--- src/rtl/irq_controller.sv ---
`default_nettype none
// ============================================================================
// irq_controller : synchronised level/edge interrupt sources, masked into CP0 HWInt
// Revision 1.0
// ============================================================================
module irq_controller #(
  parameter int NSRC        = 6,
  parameter int SYNC_STAGES = 2
) (
  input  logic            clk,
  input  logic            reset,
  input  logic [NSRC-1:0] src_irq,
  input  logic            sel,
  input  logic            we,
  input  logic [1:0]      addr,
  input  logic [31:0]     wdata,
  output logic [31:0]     rdata,
  output logic [5:0]      HWInt
);

  localparam logic [1:0] A_PEND  = 2'd0;
  localparam logic [1:0] A_MASK  = 2'd1;
  localparam logic [1:0] A_MODE  = 2'd2;
  localparam logic [1:0] A_CLAIM = 2'd3;

  logic [SYNC_STAGES-1:0][NSRC-1:0] sync_q;
  logic [NSRC-1:0] s;
  logic [NSRC-1:0] s_d;
  logic [NSRC-1:0] rise;
  logic [NSRC-1:0] pend;
  logic [NSRC-1:0] pend_nxt;
  logic [NSRC-1:0] mask;
  logic [NSRC-1:0] mode;
  logic [NSRC-1:0] act;
  logic [NSRC-1:0] clr;
  logic [NSRC-1:0] claim_hot;
  logic [2:0]      claim_id;
  logic            any_act;
  logic [31:0]     claim_val;
  logic            wr_pend;
  logic            wr_mask;
  logic            wr_mode;
  logic            rd_claim;
  logic            unused_wdata;

  assign unused_wdata = ^wdata[31:NSRC];

  assign s    = sync_q[SYNC_STAGES-1];
  assign rise = s & ~s_d;
  assign act  = pend & mask;

  assign wr_pend  = sel & we & (addr == A_PEND);
  assign wr_mask  = sel & we & (addr == A_MASK);
  assign wr_mode  = sel & we & (addr == A_MODE);
  assign rd_claim = sel & ~we & (addr == A_CLAIM);

  always_ff @(posedge clk or posedge reset) begin
    if (reset) begin
      sync_q <= '0;
      s_d    <= '0;
    end else begin
      sync_q <= {sync_q[SYNC_STAGES-2:0], src_irq};
      s_d    <= s;
    end
  end

  // Lowest-numbered active source wins the claim.
  always_comb begin
    claim_id  = '0;
    claim_hot = '0;
    any_act   = |act;
    for (int i = NSRC - 1; i >= 0; i--) begin
      if (act[i]) claim_id = 3'(i);
    end
    for (int i = 0; i < NSRC; i++) begin
      claim_hot[i] = any_act && (claim_id == 3'(i));
    end
    claim_val = any_act ? {23'd0, 1'b1, 5'd0, claim_id} : 32'd0;
  end

  // Clears only matter for edge-mode bits; a simultaneous rise takes priority.
  always_comb begin
    clr      = (wr_pend ? wdata[NSRC-1:0] : '0) | (rd_claim ? claim_hot : '0);
    pend_nxt = (mode & (rise | (pend & ~clr))) | (~mode & s);
  end

  always_ff @(posedge clk or posedge reset) begin
    if (reset) begin
      pend  <= '0;
      mask  <= '0;
      mode  <= '0;
      HWInt <= '0;
    end else begin
      pend  <= pend_nxt;
      HWInt <= 6'(act);
      if (wr_mask) mask <= wdata[NSRC-1:0];
      if (wr_mode) mode <= wdata[NSRC-1:0];
    end
  end

  always_comb begin
    rdata = '0;
    if (sel) begin
      case (addr)
        A_PEND:  rdata = 32'(pend);
        A_MASK:  rdata = 32'(mask);
        A_MODE:  rdata = 32'(mode);
        A_CLAIM: rdata = claim_val;
        default: rdata = '0;
      endcase
    end
  end

endmodule
`default_nettype wire
--- config.mk ---
export PLATFORM = sky130hd
export DESIGN_NAME = irq_controller
export DESIGN_NICKNAME = d
export VERILOG_FILES = /design/src/rtl/irq_controller.sv
export SDC_FILE = /design/constraint.sdc
export NUM_CORES = 1
export LEC_CHECK = 0
export ABC_CLOCK_PERIOD_IN_PS = 2000
export CAP_MARGIN = 20
export CORE_MARGIN = 3
export CORE_UTILIZATION = 40
export DETAILED_ROUTE_END_ITERATION = 12
export HOLD_SLACK_MARGIN = 0.15
export PLACE_DENSITY = 0.85
export SYNTH_ARGS = -nofsm -noshare
export SYNTH_HDL_FRONTEND = slang
export SYNTH_SLANG_ARGS = --single-unit
--- constraint.sdc ---
create_clock -name clk -period 2 [get_ports clk]
set_input_delay 0.4 -clock clk [delete_from_list [all_inputs] [get_ports clk]]
set_output_delay 0.4 -clock clk [all_outputs]
set_load 0.02 [all_outputs]
-- After elaboration in Yosys (flattened, before gate mapping)
Cells that the tools add are included.
- input bits: 44
- word-level logic and storage cells: 53
- flip-flop bits (word level): 42
- eq/ne operators: 8
- muxes and demuxes: 11
- reductions and logical operators: 9
- bitwise operators: 18
- operators with widths (cell ; number):
    case mux 32 bit (4 select lines) ; 1
    2-to-1 mux 32 bit ; 1
    AND 6 bit ; 5
    2-to-1 mux 3 bit ; 6
    inverter 6 bit ; 3
    bitwise OR 6 bit ; 3
    2-to-1 mux 6 bit ; 2
    2-to-1 mux 9 bit ; 1
    AND 1 bit ; 6
    equality test 3 x 2 -> 1 bit, second input constant ; 2
    equality test 3 bit, second input constant ; 2
    logical AND 1 bit ; 6
    OR reduction 6 bit ; 1
    equality test 2 bit, second input constant ; 2
    equality test 3 x 1 -> 1 bit, second input constant ; 1
    logical NOT 3 bit ; 1
    equality test 2 x 1 -> 1 bit, second input constant ; 1
    logical NOT 2 bit ; 1
    inverter 1 bit ; 1

-- Logic depth before layout (Yosys ltp)
Gate-level depths: netlist of run 1.
- depth in word-level cells: 16
- gate-level depth with buffers: 5

-- Worst setup path before layout of run 1
No wires, ideal clock.
- path type: register -> output
- start point: register pend[4]
- end point: output rdata[0]
- path buffers: 0
- arrival: 1.438 ns
- stages on the path, launching flop included: 5
- path slack: 0.162 ns
- path through: dfrtp_1 > and2_1 > o21ai_0 > a21oi_1 > o32ai_1
- longest elaborated chain between the ends: 9
- ends and longest elaborated chain (element ; RTL line ; source):
    from (decl) ; 30 ; logic [NSRC-1:0] pend;
    from (signal assigned) ; 94 ; pend <= pend_nxt;
    AND 6 bit (*) ; 50 ; assign act = pend & mask;
    named net act[4] ; 34 ; logic [NSRC-1:0] act;
    2-to-1 mux 3 bit (5 in series) ; 73 ; if (act[i]) claim_id = 3'(i);
    2-to-1 mux 9 bit (*) ; 78 ; claim_val = any_act ? {23'd0, 1'b1, 5'd0, claim_id} : 32'd0;
    case mux 32 bit (4 select lines) (*) ; 104 ; case (addr)
    2-to-1 mux 32 bit (*) ; 103 ; if (sel) begin
    to (decl) ; 17 ; output logic [31:0] rdata,
The timed path passes the listed nets; every way through them passes the cells marked *. The select of a mux whose other input is x is not followed.

-- Worst setup path in the final report of run 1
- start point: register pend[5]
- end point: output rdata[2]
- longest elaborated chain between the ends: 10
- ends and longest elaborated chain (element ; RTL line):
    AND 6 bit (*) ; 50
    2-to-1 mux 3 bit (6 in series) ; 73
    2-to-1 mux 9 bit (*) ; 78
    case mux 32 bit (4 select lines) (*) ; 104
    2-to-1 mux 32 bit (*) ; 103
Mark *: on every way between the ends. The rest lies on a longest branch, timed or not. The select of a mux whose other input is x is not followed.

==> impl_metrics.toml, run 1 <==
[outcome]
status = "completed"

[routing]
finalWirelength_um = 3843
avgRoutedWirePerCell_um = 13.21
vias_per_cell = 4.667
drc = 0
final_antenna_net_count = 0
drt-initial-drc-count = 57
drtPass1Iterations = 4
vias = 1358

[clock_network]
clk_pin_slew_worst_paths_ns = 0.08
root_buffer = "clkbuf_8"
clock-sinks = 42
worstSkewPairLatency_ns = 0.28
clk_path_buf_depth = 2
cts_inserted_buffers = 5
cts_tree = "built"
htreeDepth = 2

[global_routing]
grtUsageTotal_pct = 14.28
grt_overflow_total = 0
grt_max_degree = 43
grt_pass1_vias = 1315
grt_pass1_wl_um = 5996
antenna_found_initial = 0

[synth]
synthFlopType = "dfrtp_1"
synth_area_mm2 = 0.001888
synth-edff-count = 0
synthTopCellsByArea = "dfrtp_1 56%, buf_4 10%, mux2_2 8.3%"
ys_types = 28
synth_top_area_share_pct = 55.67
synth_seq_area_share_pct = 55.67
synth.largest_area_cell = "dfrtp_1"
synthCells = 166
synth_seq_cells = 42
async_reset_ff_share_pct = 100.0
synthTopCellsByCount = "42 x dfrtp_1, 26 x buf_4, 18 x nand2_1"
ys_warn_count = 0
syn_avg_cell_area_um2 = 11.37
synth.most_common_cell = "dfrtp_1"

[timing]
fin_worst_skew_ns = 0.006543
fin_crit_ns = 1.918
rsz0062_at_grt = "true"
max_freq_mhz = 521.4
tightestPinTransition_ns = 0.5043
hold_viol_final = 0
period_share_pct = 95.90
setup_viol = 0
slew_headroom_pct = 66.38
finalMaxSlewViolations = 0

[placed_design]
dp_hpwl_um = 2872
place.gp.congestion = 0.8528
io_buffers = 30

[setup_path]
cp-end-kind = "output pin"
required_ns = 1.60
crit_type = "register to output pin"
cp-start-kind = "register"
crit_arrival_ns = 1.52
cp_max_fo = 3

[final_layout]
nFillCells = 368
antenna_cells = 0
nets = 282
postLayoutCoreUtil_pct = 57.18
drive_gt1_share_pct = 30.54
area_delta_synth_final_pct = 34.59

[floorplan]
fp.dieArea_mm2 = 0.005581
io_pins = 82
die_h_um = 74.71
core_mm2 = 0.004444
initial_core_util_pct = 42.48
die_x_um = 74.71
rows = 24

[power]
power_uw = 2429
swShare_pct = 29.02
ir_drop_mv = 0.3673
p_per_area_mw_per_mm2 = 955.8
seqPwrFrac_pct = 43.1
leakage_uw = 0.001248
intPower_uw = 1724
clockPowerShare_pct = 26.7
combPwrFrac_pct = 30.2
p_sw_uw = 704.8

[hold_path]
hp-class = "register to register"

[run]
cap_violations = 0
registers in the layout, indices dropped and copies added (netlist names):
| register | flops |
|---|---|
| s_d | 6 |
| HWInt | 6 |
| sync_q | 6 |
| mode | 6 |
| s | 6 |
| mask | 6 |
| pend | 6 |
final timing paths:
check / start / depth (start not counted) / slack [ns] / endpoint
setup / recovery: pend[5]$_DFF_PP0_ / 6 / 0.08 / rdata[2]
hold reg to reg: sync_q[3]$_DFF_PP0_ / 0 / 0.35 / s[3]$_DFF_PP0_
hold / removal: sync_q[3]$_DFF_PP0_ / 0 / 0.35 / s[3]$_DFF_PP0_
setup reg to reg: mask[1]$_DFFE_PP0P_ / 5 / 0.47 / pend[2]$_DFF_PP0_
max in group asynchronous: reset / 3 / 1.12 / s[0]$_DFF_PP0_
min in group asynchronous: reset / 3 / 0.53 / sync_q[2]$_DFF_PP0_
cell usage in the layout, fill, tap and decap left out, types with 2 or more instances in the layout:
cell type        count
o21ai_0              2
nand2_1             18
conb_1              25
inv_1                7
a31oi_1              2
dfrtp_1             42
clkdlybuf4s50_1     21
buf_4               37
a22o_1               6
nand4_1              4
mux2_2              14
mux2i_1              5
clkbuf_1             2
clkbuf_8             5
nor3_4               2
nor2_1              11
a21oi_1             11
buf_2                5
final cells by class:
type	count	area (um2)	share of cell area, %
clock inverters	1	30.03	1.182
repair buffers	68	576.8	22.70
inverters	7	26.28	1.034
well taps	52	65.06	2.560
flip-flops and latches	42	1051	41.36
clock buffers	7	76.32	3.003
multi-input cells	114	715.7	28.16
worst max-delay path: stages (launching register included):
cell	delay, ns
dfrtp_1	0.39
buf_4	0.15
a22oi_2	0.23
nor3_2	0.05
mux2i_1	0.16
a21oi_1	0.09
buf_4	0.16
cells by family after synthesis:
| group | share of synthesized area, % |
|---|---|
| flops | 55.67 |
| simple gates | 11.27 |
| buf+inv | 11.99 |
| compound gates | 9.874 |
| mux | 11.00 |
| other cells | 0.1986 |
layer usage:
metal,vias up,part of all wire (%),wire length (um),GRT usage (%)
met5,-,0,0,0
met4,0,1.8,71,4.941
met3,8,6.2,238,4.005
met2,49,50,1923,24.59
met1,637,42,1611,17.16
li1,664,-,-,-
timing repair:
action | CTS | global route
setup buffers | 2 | 2
hold buffers | 0 | 0
endpoints found under the setup margin | 7 | 6
hold endpoints to repair | 0 | 0
pin swaps | 0 | 4
gates cloned | 0 | 0
resized for setup | 32 | 6
power by group through the flow:
stage	sequential (uW)	combinational, uW	clock, uW
6_report	1050	734	647
5_1_grt	1060	805	687
4_1_cts	1050	719	660
3_5_place_dp	1060	724	0
3_3_place_gp	1060	706	0
2_1_floorplan	1090	353	0
metrics by stage:
stage,hold WS (ns),setup TNS (ns),std cells,area (um2),setup slack [ns]
final,0.3500,0,291,2541,0.08203
after detailed placement,0.3347,-4.658,279,2411,-0.6053
after floorplan,0.3312,0,190,1978,0.1621
after CTS,0.3509,0,289,2512,0.003138
after global placement,0.3327,-4.456,279,2411,-0.6100
after global routing,0.3518,-0.03531,291,2541,-0.03531
Power figures use the tool's default switching activity.
==> run 2: changes to the inputs <==
--- a/config.mk
+++ b/config.mk
@@ -9,6 +9,7 @@
 export CAP_MARGIN = 20
 export CORE_MARGIN = 3
 export CORE_UTILIZATION = 40
+export CTS_BUF_LIST = sky130_fd_sc_hd__clkbuf_2
 export DETAILED_ROUTE_END_ITERATION = 12
 export HOLD_SLACK_MARGIN = 0.15
 export PLACE_DENSITY = 0.85
==> run 2 against run 1 <==
  * The flow now finishes with violations (negative setup slack)
  * Die area is the same
  * Register-to-register slack got worse by 0.03 ns
  * Critical path depth unchanged
  * Count of clock-buffer cells in the layout did not move
  * Via count increased by 0.81%
  * Fmax fell by 5.4%
  * Sequential cell count is the same
  * Total power down 4.2%
  * Critical endpoint unchanged
==> impl_metrics.toml, run 2 (synthesized netlist as in run 1, its figures left out) <==
[floorplan]
rows = 24
die_h_um = 74.71
io_pins = 82
die_x_um = 74.71
core_mm2 = 0.004444
initial_core_util_pct = 42.48
fp.dieArea_mm2 = 0.005581

[timing]
hold_viol_final = 0
final.setup.worst_slack_ns = -0.02746
period_share_pct = 101.4
fin_hold_ws_ns = 0.3705
setup_viol = 2
slew_headroom_pct = 66.17
fin_crit_ns = 2.027
fin_worst_skew_ns = 0.01984
tightestPinTransition_ns = 0.5074
finalMaxSlewViolations = 0
rsz0062_at_grt = "true"
max_freq_mhz = 493.2

[clock_network]
cts_tree = "built"
clk_path_buf_depth = 2
htreeDepth = 2
clock-sinks = 42
root_buffer = "clkbuf_2"
clk_pin_slew_worst_paths_ns = 0.20
cts_hold_buf = 0
cts_inserted_buffers = 5
worstSkewPairLatency_ns = 0.37

[setup_path]
crit_arrival_ns = 1.63
reg2reg_depth = 5
rr_startpoint = "pend[1]$_DFF_PP0_"
critical_path.endpoint = "rdata[2]"
crit_type = "register to output pin"
reg2reg_slack_ns = 0.44
cp-start-kind = "register"
crit_path_start = "pend[5]$_DFF_PP0_"
rr_endpoint = "pend[2]$_DFF_PP0_"
required_ns = 1.60
cp-end-kind = "output pin"
cp_max_fo = 3

[placed_design]
place.gp.congestion = 0.8528
io_buffers = 30
dp_hpwl_um = 2872
dpl-instance-area_mm2 = 0.002411
place_inst = 279

[final_layout]
nFillCells = 372
postLayoutCellArea_mm2 = 0.002540
fin_cells = 289
area_delta_synth_final_pct = 34.53
drive_gt1_share_pct = 32.91
layout_common_cells = "42 x dfrtp_1, 35 x buf_4, 25 x conb_1, 22 x clkdlybuf4s50_1, 18 x nand2_1"
antenna_cells = 0
final_common_cell = "dfrtp_1"
nets = 280

[power]
ir_drop_mv = 0.3594
leakage_uw = 0.001233
power_uw = 2326
p_per_area_mw_per_mm2 = 915.9

[global_routing]
grtUsageTotal_pct = 14.31
grt_max_degree = 43
grt_pass1_vias = 1297
grt_util_met3_pct = 4.272
grt_overflow_total = 0
antenna_found_initial = 0
use_met1_pct = 17.41
use_met2_pct = 24.39
grt_pass1_wl_um = 6023
grt_most_used_layer = "met2"

[run]
cap_violations = 0

[outcome]
status = "finished with violations"
violations = "negative setup slack"

[routing]
avgRoutedWirePerCell_um = 13.55
drt-initial-drc-count = 68
finalWirelength_um = 3917
vias = 1369
final_antenna_net_count = 0
drtPass1Iterations = 5
drc = 0
vias_per_cell = 4.737

[hold_path]
hp-class = "register to register"
## run 2: cell types whose count changed in the layout (fill, tap and decap cells not counted), moves of 2 or more
cell / previous run / this run
clkbuf_2: 0 / 7
buf_6: 1 / 6
clkbuf_8: 5 / 0
buf_2: 5 / 1
a21oi_1: 11 / 9
a21oi_2: 0 / 2
buf_4: 37 / 35
clkbuf_1: 2 / 0
## run 2: how the worst min path moves through the flow
| stage | startpoint | end | slack, ns | depth (start not counted) |
|---|---|---|---|---|
| 2_1_floorplan | sync_q[0]$_DFF_PP0_ | s[0]$_DFF_PP0_ | 0.33 | 0 |
| 3_3_place_gp | sync_q[3]$_DFF_PP0_ | s[3]$_DFF_PP0_ | 0.33 | 0 |
| 3_5_place_dp | sync_q[0]$_DFF_PP0_ | s[0]$_DFF_PP0_ | 0.33 | 0 |
| 4_1_cts | sync_q[0]$_DFF_PP0_ | s[0]$_DFF_PP0_ | 0.37 | 0 |
| 5_1_grt | src_irq[1] | sync_q[1]$_DFF_PP0_ | 0.38 | 1 |
| 6_report | sync_q[5]$_DFF_PP0_ | s[5]$_DFF_PP0_ | 0.37 | 0 |
## run 2: routing by layer
metal  vias up  share of wire [%]
li1        659                  -
met1       643                 42
met2        61                 50
met3         6                6.6
met4         0                1.2
met5         -                  0
## run 2: worst max-delay path, cell delays in order (launching register included)
cell and delay (ns):
dfrtp_1 0.44, buf_6 0.13, a22oi_2 0.21, nor3_2 0.06, mux2i_1 0.16, a21oi_1 0.09
buf_4 0.16
## run 2: cell type report
cell class | count | area, um2 | area share, %
Inverter | 7 | 26.28 | 1.034
Clock buffer | 7 | 35.03 | 1.379
Clock inverter | 1 | 30.03 | 1.182
Sequential cell | 42 | 1051 | 41.38
Multi-Input combinational cell | 114 | 748.2 | 29.46
Tap cell | 52 | 65.06 | 2.562
Timing Repair Buffer | 66 | 584.3 | 23.00
## run 2: where the power goes
part,internal [uW],leakage [uW],switching [uW]
sequential,969,0.000501,81.1
clock,223,0.0000432,257
combinational,413,0.000689,383
## run 2: per-stage QoR
step           setup TNS (ns)  setup WS (ns)  utilization (%)
2_1_floorplan               0         0.1621                -
3_3_place_gp           -4.456        -0.6100            54.25
5_1_grt               -0.4448        -0.2000            57.15
3_5_place_dp           -4.658        -0.6053            54.25
6_report             -0.04085       -0.02746            57.15
4_1_cts               -0.1441        -0.1028            55.86
## run 2: what timing repair did
action / in CTS / in global routing
hold endpoints to repair: 0 / 0
endpoints found under the setup margin: 7 / 6
resized for setup: 36 / 20
pin swaps: 4 / 7
setup buffers: 2 / 0
